`config.mk`:
```
export PLATFORM = sky130hd
export DESIGN_NAME = mic_pingpong_buf_ctrl
export DESIGN_NICKNAME = d
export VERILOG_FILES = /design/src/rtl/acoustic_cam_pkg.sv /design/src/rtl/fbuf_rd_seq.sv /design/src/rtl/mic_pingpong_buf_ctrl.sv
export SDC_FILE = /design/constraint.sdc
export NUM_CORES = 1
export LEC_CHECK = 0
export BUFFER_PORTS_ARGS = -buffer_cell sky130_fd_sc_hd__buf_4
export CAP_MARGIN = 15
export CELL_PAD_IN_SITES_DETAIL_PLACEMENT = 1
export CELL_PAD_IN_SITES_GLOBAL_PLACEMENT = 1
export CORE_MARGIN = 3
export CORE_UTILIZATION = 36
export CTS_BUF_LIST = sky130_fd_sc_hd__clkbuf_4 sky130_fd_sc_hd__clkbuf_8
export DETAILED_ROUTE_END_ITERATION = 6
export PLACE_DENSITY_LB_ADDON = 0.1
export SLEW_MARGIN = 40
export SYNTH_ARGS = -nofsm -noshare
export SYNTH_HDL_FRONTEND = slang
export SYNTH_HIERARCHICAL = 1
export SYNTH_SLANG_ARGS = --single-unit
export TNS_END_PERCENT = 100
```
`constraint.sdc`:
```
create_clock -name clk -period 3.18 [get_ports clk]
set_input_delay 0.318 -clock clk [delete_from_list [all_inputs] [get_ports clk]]
set_output_delay 0.318 -clock clk [all_outputs]
set_load 0.02 [all_outputs]
```
`src/rtl/acoustic_cam_pkg.sv`:
```
// Shared defaults and state encodings for the acoustic camera frame-buffer path.
package acoustic_cam_pkg;

    localparam int DW_DEF        = 24;
    localparam int AW_DEF        = 10;
    localparam int FRAME_LEN_DEF = 512;
    localparam int RD_LAT_DEF    = 1;

    typedef enum logic {
        W_SYNC,
        W_FILL
    } wr_state_e;

    typedef enum logic [1:0] {
        R_IDLE,
        R_READ,
        R_DRAIN
    } rd_state_e;

endpackage

```
`src/rtl/fbuf_rd_seq.sv`:
```
// Reader sequencer: burst-reads one bank per request and delays issue strobe/index/last
// by the RAM read latency so they line up with RAM dout.
module fbuf_rd_seq
    import acoustic_cam_pkg::*;
#(
    parameter int AW        = AW_DEF,
    parameter int FRAME_LEN = FRAME_LEN_DEF,
    parameter int RD_LAT    = RD_LAT_DEF
) (
    input  logic          clk,
    input  logic          rst_n,
    input  logic          rd_req_i,
    input  logic          frame_avail_i,
    output logic          rd_bank_o,
    output logic          rel_o,
    output logic          ceb_o,
    output logic [AW-1:0] adb_o,
    output logic          busy_o,
    output logic          done_o,
    output logic          m_valid_o,
    output logic [AW-2:0] m_idx_o,
    output logic          m_last_o
);

    localparam int IW  = AW - 1;
    localparam int DCW = (RD_LAT > 1) ? $clog2(RD_LAT + 1) : 1;
    localparam logic [IW-1:0] LAST_IDX = IW'(FRAME_LEN - 1);

    rd_state_e       state_q;
    logic [IW-1:0]   ridx_q;
    logic [DCW-1:0]  dcnt_q;
    logic            ceb_q;
    logic            busy_q;
    logic            done_q;
    logic            rd_bank_q;
    logic            iss_last;

    logic [RD_LAT-1:0] dvld_q;
    logic [RD_LAT-1:0] dlast_q;
    logic [IW-1:0]     didx_q [RD_LAT];

    assign iss_last = ceb_q && (ridx_q == LAST_IDX);
    // Bank is released once the last read has had RD_LAT cycles to come back.
    assign rel_o    = (state_q == R_DRAIN) && (dcnt_q == DCW'(RD_LAT - 1));

    always_ff @(posedge clk or negedge rst_n) begin
        if (!rst_n) begin
            state_q   <= R_IDLE;
            ridx_q    <= '0;
            dcnt_q    <= '0;
            ceb_q     <= 1'b0;
            busy_q    <= 1'b0;
            done_q    <= 1'b0;
            rd_bank_q <= 1'b0;
        end else begin
            done_q <= 1'b0;
            case (state_q)
                R_IDLE: begin
                    if (rd_req_i && frame_avail_i) begin
                        state_q <= R_READ;
                        ceb_q   <= 1'b1;
                        busy_q  <= 1'b1;
                        ridx_q  <= '0;
                    end
                end
                R_READ: begin
                    if (ridx_q == LAST_IDX) begin
                        state_q <= R_DRAIN;
                        ceb_q   <= 1'b0;
                        dcnt_q  <= '0;
                    end else begin
                        ridx_q <= ridx_q + 1'b1;
                    end
                end
                R_DRAIN: begin
                    if (rel_o) begin
                        state_q   <= R_IDLE;
                        busy_q    <= 1'b0;
                        done_q    <= 1'b1;
                        rd_bank_q <= ~rd_bank_q;
                    end else begin
                        dcnt_q <= dcnt_q + 1'b1;
                    end
                end
                default: state_q <= R_IDLE;
            endcase
        end
    end

    always_ff @(posedge clk or negedge rst_n) begin
        if (!rst_n) begin
            dvld_q  <= '0;
            dlast_q <= '0;
            for (int i = 0; i < RD_LAT; i++) didx_q[i] <= '0;
        end else begin
            dvld_q[0]  <= ceb_q;
            dlast_q[0] <= iss_last;
            didx_q[0]  <= ridx_q;
            for (int i = 1; i < RD_LAT; i++) begin
                dvld_q[i]  <= dvld_q[i-1];
                dlast_q[i] <= dlast_q[i-1];
                didx_q[i]  <= didx_q[i-1];
            end
        end
    end

    assign rd_bank_o = rd_bank_q;
    assign ceb_o     = ceb_q;
    assign adb_o     = {rd_bank_q, ridx_q};
    assign busy_o    = busy_q;
    assign done_o    = done_q;
    assign m_valid_o = dvld_q[RD_LAT-1];
    assign m_last_o  = dlast_q[RD_LAT-1] & dvld_q[RD_LAT-1];
    assign m_idx_o   = didx_q[RD_LAT-1];

endmodule

```
`src/rtl/mic_pingpong_buf_ctrl.sv`:
```
// Ping-pong frame-buffer controller: the sample writer fills one RAM bank while the
// reader sequencer bursts the other out to the beamformer.
module mic_pingpong_buf_ctrl
    import acoustic_cam_pkg::*;
#(
    parameter int DW        = DW_DEF,
    parameter int AW        = AW_DEF,
    parameter int FRAME_LEN = FRAME_LEN_DEF,
    parameter int RD_LAT    = RD_LAT_DEF
) (
    input  logic          clk,
    input  logic          rst_n,
    input  logic          s_valid,
    input  logic          s_sof,
    input  logic [DW-1:0] s_data,
    input  logic          rd_req,
    output logic          frame_avail,
    output logic          rd_busy,
    output logic          rd_done,
    output logic          m_valid,
    output logic          m_last,
    output logic [AW-2:0] m_idx,
    output logic [DW-1:0] m_data,
    output logic          ovf,
    input  logic          ovf_clr,
    output logic          ram_cea,
    output logic [AW-1:0] ram_ada,
    output logic [DW-1:0] ram_din,
    output logic          ram_ceb,
    output logic          ram_oce,
    output logic [AW-1:0] ram_adb,
    input  logic [DW-1:0] ram_dout
);

    localparam int IW = AW - 1;
    localparam logic [IW-1:0] LAST_IDX = IW'(FRAME_LEN - 1);

    wr_state_e      wst_q;
    logic [IW-1:0]  widx_q;
    logic           wr_bank_q;
    logic [1:0]     full_q, full_d;
    logic           ovf_q;
    logic           cea_q;
    logic [AW-1:0]  ada_q;
    logic [DW-1:0]  din_q;

    logic           rd_bank;
    logic           rel;
    logic           drop;
    logic           wr_en;
    logic [IW-1:0]  wr_idx;
    logic           wr_last;

    // A sample into a still-full bank is lost; sof always restarts at index 0.
    assign drop    = s_valid && full_q[wr_bank_q];
    assign wr_en   = s_valid && !full_q[wr_bank_q] && (s_sof || (wst_q == W_FILL));
    assign wr_idx  = s_sof ? '0 : widx_q;
    assign wr_last = wr_en && (wr_idx == LAST_IDX);

    always_comb begin
        full_d = full_q;
        if (wr_last) full_d[wr_bank_q] = 1'b1;
        if (rel)     full_d[rd_bank]   = 1'b0;
    end

    always_ff @(posedge clk or negedge rst_n) begin
        if (!rst_n) begin
            wst_q     <= W_SYNC;
            widx_q    <= '0;
            wr_bank_q <= 1'b0;
            full_q    <= '0;
            ovf_q     <= 1'b0;
            cea_q     <= 1'b0;
            ada_q     <= '0;
            din_q     <= '0;
        end else begin
            full_q <= full_d;
            cea_q  <= wr_en;
            if (wr_en) begin
                ada_q <= {wr_bank_q, wr_idx};
                din_q <= s_data;
                if (wr_last) begin
                    wst_q     <= W_SYNC;
                    widx_q    <= '0;
                    wr_bank_q <= ~wr_bank_q;
                end else begin
                    wst_q  <= W_FILL;
                    widx_q <= wr_idx + 1'b1;
                end
            end else if (drop) begin
                wst_q <= W_SYNC;
            end
            if (drop)         ovf_q <= 1'b1;
            else if (ovf_clr) ovf_q <= 1'b0;
        end
    end

    fbuf_rd_seq #(
        .AW        (AW),
        .FRAME_LEN (FRAME_LEN),
        .RD_LAT    (RD_LAT)
    ) u_rd_seq (
        .clk           (clk),
        .rst_n         (rst_n),
        .rd_req_i      (rd_req),
        .frame_avail_i (frame_avail),
        .rd_bank_o     (rd_bank),
        .rel_o         (rel),
        .ceb_o         (ram_ceb),
        .adb_o         (ram_adb),
        .busy_o        (rd_busy),
        .done_o        (rd_done),
        .m_valid_o     (m_valid),
        .m_idx_o       (m_idx),
        .m_last_o      (m_last)
    );

    assign frame_avail = full_q[rd_bank];
    assign ram_oce     = ram_ceb;
    assign ram_cea     = cea_q;
    assign ram_ada     = ada_q;
    assign ram_din     = din_q;
    assign m_data      = ram_dout;
    assign ovf         = ovf_q;

endmodule
```
==> results.py <==
metrics = {
    "floorplanning": {
        "die_height_um": 101.8,
        "rows": 34,
        "floorplan.die_area_mm2": 0.01036,
        "ioPinCount": 140,
        "core_area_mm2": 0.008806,
        "initial_utilization": 0.3751,
        "floorplan.die.width_um": 101.8,
    },
    "routing": {
        "detail_route.wirelength_um": 7648,
        "vias": 2481,
        "vias_per_cell": 4.913,
        "postRouteAntennaNets": 0,
        "wire_per_inst_um": 15.14,
        "drc_errors": 0,
        "detailedRoute.firstIterationViolations": 53,
        "drt_first_pass_iters": 2,
    },
    "setup_path": {
        "critPathCaptureType": "flop",
        "timing.critical_path.arrival_ns": 2.64,
        "rrSetupSlack_ns": 0.76,
        "critical_path_peak_fanout": 11,
        "cp_data_required_time_ns": 3.41,
        "timing.critical_path.from_type": "flop",
        "critPathKind": "flop to flop",
    },
    "cts": {
        "tritoncts": "built",
        "cts_hold_repair.buffers": 0,
        "ctsResizeCount": 0,
        "clock-root-buffer": "sky130_fd_sc_hd__clkbuf_8",
        "tritoncts_num_sinks": 76,
        "insertion_delay_ns": 0.33,
        "tritoncts.num_buffers": 9,
        "cts.repair_timing.setup_buffer_count": 0,
        "cts.clk_slew.worst_paths_ns": 0.08,
        "cts.htree.levels": 3,
        "clockBufferDepth": 2,
    },
    "yosys": {
        "post_synth.cell_area_avg_um2": 10.04,
        "synthesis.area_mm2": 0.003303,
        "post_synthesis_cells": 329,
        "synthDominantCellAreaShare": 0.5758,
        "synth_enable_flop_cells": 0,
        "syn_nets": 387,
        "synth_most_common_cell": "sky130_fd_sc_hd__nand2_1",
        "ys.flop_type": "sky130_fd_sc_hd__dfrtp_1",
        "synth_cell_types": 42,
        "seq_area_frac_synth": 0.5758,
        "ys.warnings.count": 6,
        "async_set_reset_flop_share_out_of_synthesis": 1.000,
        "synth_area_leaders": "sky130_fd_sc_hd__dfrtp_1, sky130_fd_sc_hd__nand2_1, sky130_fd_sc_hd__buf_4",
        "yosys.area.top_type": "sky130_fd_sc_hd__dfrtp_1",
        "ys_top_cells_by_count": "sky130_fd_sc_hd__nand2_1, sky130_fd_sc_hd__dfrtp_1, sky130_fd_sc_hd__buf_4, sky130_fd_sc_hd__o21ai_0, sky130_fd_sc_hd__nand3b_1",
        "postSynthRegisterBits": 76,
    },
    "grt": {
        "grtUsageTotal": 0.1525,
        "grt_first_pass_wirelength_um": 12540,
        "grt_max_degree": 77,
        "grt_antenna_before_repair": 0,
        "first_global_vias": 2559,
        "grt_overflow_total": 0,
    },
    "layout": {
        "register_area_mm2": 0.001902,
        "fill_cells": 1038,
        "layout-drive-gt1-share": 0.2897,
        "diodes": 0,
        "area_growth_pct": 23.11,
        "multi_input_comb_area_mm2": 0.001089,
        "instances_no_fill": 505,
        "final_net_count": 451,
    },
    "placed_design": {
        "finalWeightedCongestion": 0.7281,
        "dp_hpwl_um": 5355,
        "placedCellCount": 490,
        "port-buffer-count": 91,
    },
    "timing": {
        "finalHoldViolations": 5,
        "timing.fmax_mhz": 413.6,
        "setup_total_negative_slack_ns": 0,
        "finalClockSkew_ns": 0.009315,
        "maxSlewViolCount": 0,
        "setup_viol": 0,
        "worst_slew_margin_rel": 0.5297,
        "tightestPinTransition_ns": 0.7055,
        "rsz0062_at_grt": "false",
        "timing.hold.ws_ns": -0.01255,
        "min_period_ns": 2.418,
        "post-route-period-util": 0.7603,
    },
    "min_path": {
        "worst_hold_path_type": "input port to asynchronous set/reset pin",
    },
    "pwr": {
        "vdd_drop_max_uv": 166.8,
        "power_density_mw_per_mm2": 531.9,
        "power_leakage_nw": 2.060,
    },
    "run": {
        "max_cap_violations": 0,
    },
    "outcome": {
        "violations": "hold timing",
        "status": "finished with violations",
    },
}
## cell usage in the layout (no fill, tap or decap), types with 6 or more instances in the layout
cell type / n
sky130_fd_sc_hd__a21oi_1: 6
sky130_fd_sc_hd__o21ai_0: 13
sky130_fd_sc_hd__nor2_1: 7
sky130_fd_sc_hd__dfrtp_1: 76
sky130_fd_sc_hd__o31ai_1: 6
sky130_fd_sc_hd__buf_4: 92
sky130_fd_sc_hd__nand3_1: 6
sky130_fd_sc_hd__clkbuf_8: 9
sky130_fd_sc_hd__nand3b_1: 8
sky130_fd_sc_hd__nand2_1: 106
sky130_fd_sc_hd__inv_1: 7
## cell type report
class                           count  share of cell area
Clock buffer                       10             0.03231
Clock inverter                      5             0.01908
Inverter                            8            0.007385
Multi-Input combinational cell    205              0.2677
Sequential cell                    76              0.4677
Tap cell                          108             0.03323
Timing Repair Buffer               93              0.1726
## state kept, by name, summed over array words and instances, names as in the netlist, 2 cells and up
| register | count |
|---|---|
| ram_din | 24 |
| widx_q | 9 |
| u_rd_seq/ridx_q | 9 |
| full_q | 2 |
| u_rd_seq/m_idx_o | 9 |
| u_rd_seq/state_q | 2 |
| ram_ada | 10 |
## where the power goes
| part | internal, W | total (W) | leakage [nW] | switching (W) |
|---|---|---|---|---|
| sequential | 0.00103 | 0.00107 | 0.930 | 0.0000410 |
| clock | 0.000444 | 0.000784 | 0.106 | 0.000340 |
| combinational | 0.000126 | 0.000310 | 1.02 | 0.000184 |
## metrics by stage
| step | setup slack [ns] | util | instance area (µm²) | power (W) |
|---|---|---|---|---|
| CTS | 0.7561 | 0.4618 | 4066 | 0.002201 |
| floorplan | 0.9543 | - | 3303 | 0.001290 |
| global route | 0.5453 | 0.4618 | 4066 | 0.002273 |
| detailed placement | 0.7088 | 0.4381 | 3857 | 0.001405 |
| finish | 0.7624 | 0.4618 | 4066 | 0.002163 |
| global placement | 0.8501 | 0.4376 | 3854 | 0.001396 |
## worst max-delay path: stages, from the launching register on
cell                      delay [ns]
sky130_fd_sc_hd__dfrtp_1        0.39
sky130_fd_sc_hd__nor2b_1        0.17
sky130_fd_sc_hd__ha_1           0.28
sky130_fd_sc_hd__nand3_1        0.13
sky130_fd_sc_hd__nor2_1         0.06
sky130_fd_sc_hd__ha_1           0.32
sky130_fd_sc_hd__or2_1          0.33
sky130_fd_sc_hd__or3_1          0.36
sky130_fd_sc_hd__o31ai_1        0.28
## final timing paths
check	start	end	depth (start not counted)
max in group asynchronous	rst_n	u_rd_seq/m_idx_o[7]	1
max	widx_q[0]	widx_q[4]	8
min in group clk	s_data[3]	ram_din[3]	3
min	rst_n	ram_din[0]	1
max reg2reg	widx_q[0]	widx_q[4]	8
min reg2reg	u_rd_seq/ridx_q[8]	u_rd_seq/m_idx_o[8]	0
## metal layers
layer,track usage,part of all wire
met5,0,0
met4,0.06033,0.0056
met3,0.03306,0.056
met2,0.2334,0.47
met1,0.2113,0.47
## cells by family (layout without fill, tap and decap cells)
group	count (synthesis)	after routing	synth area share
fa+ha+maj	4	4	0.01515
compound gates	36	36	0.06780
xor+xnor	3	3	0.007956
mux	6	6	0.02083
simple gates	156	156	0.2178
buf+inv	48	116	0.09469
flops	76	76	0.5758
Note: power is estimated with default switching activity, not from simulation.
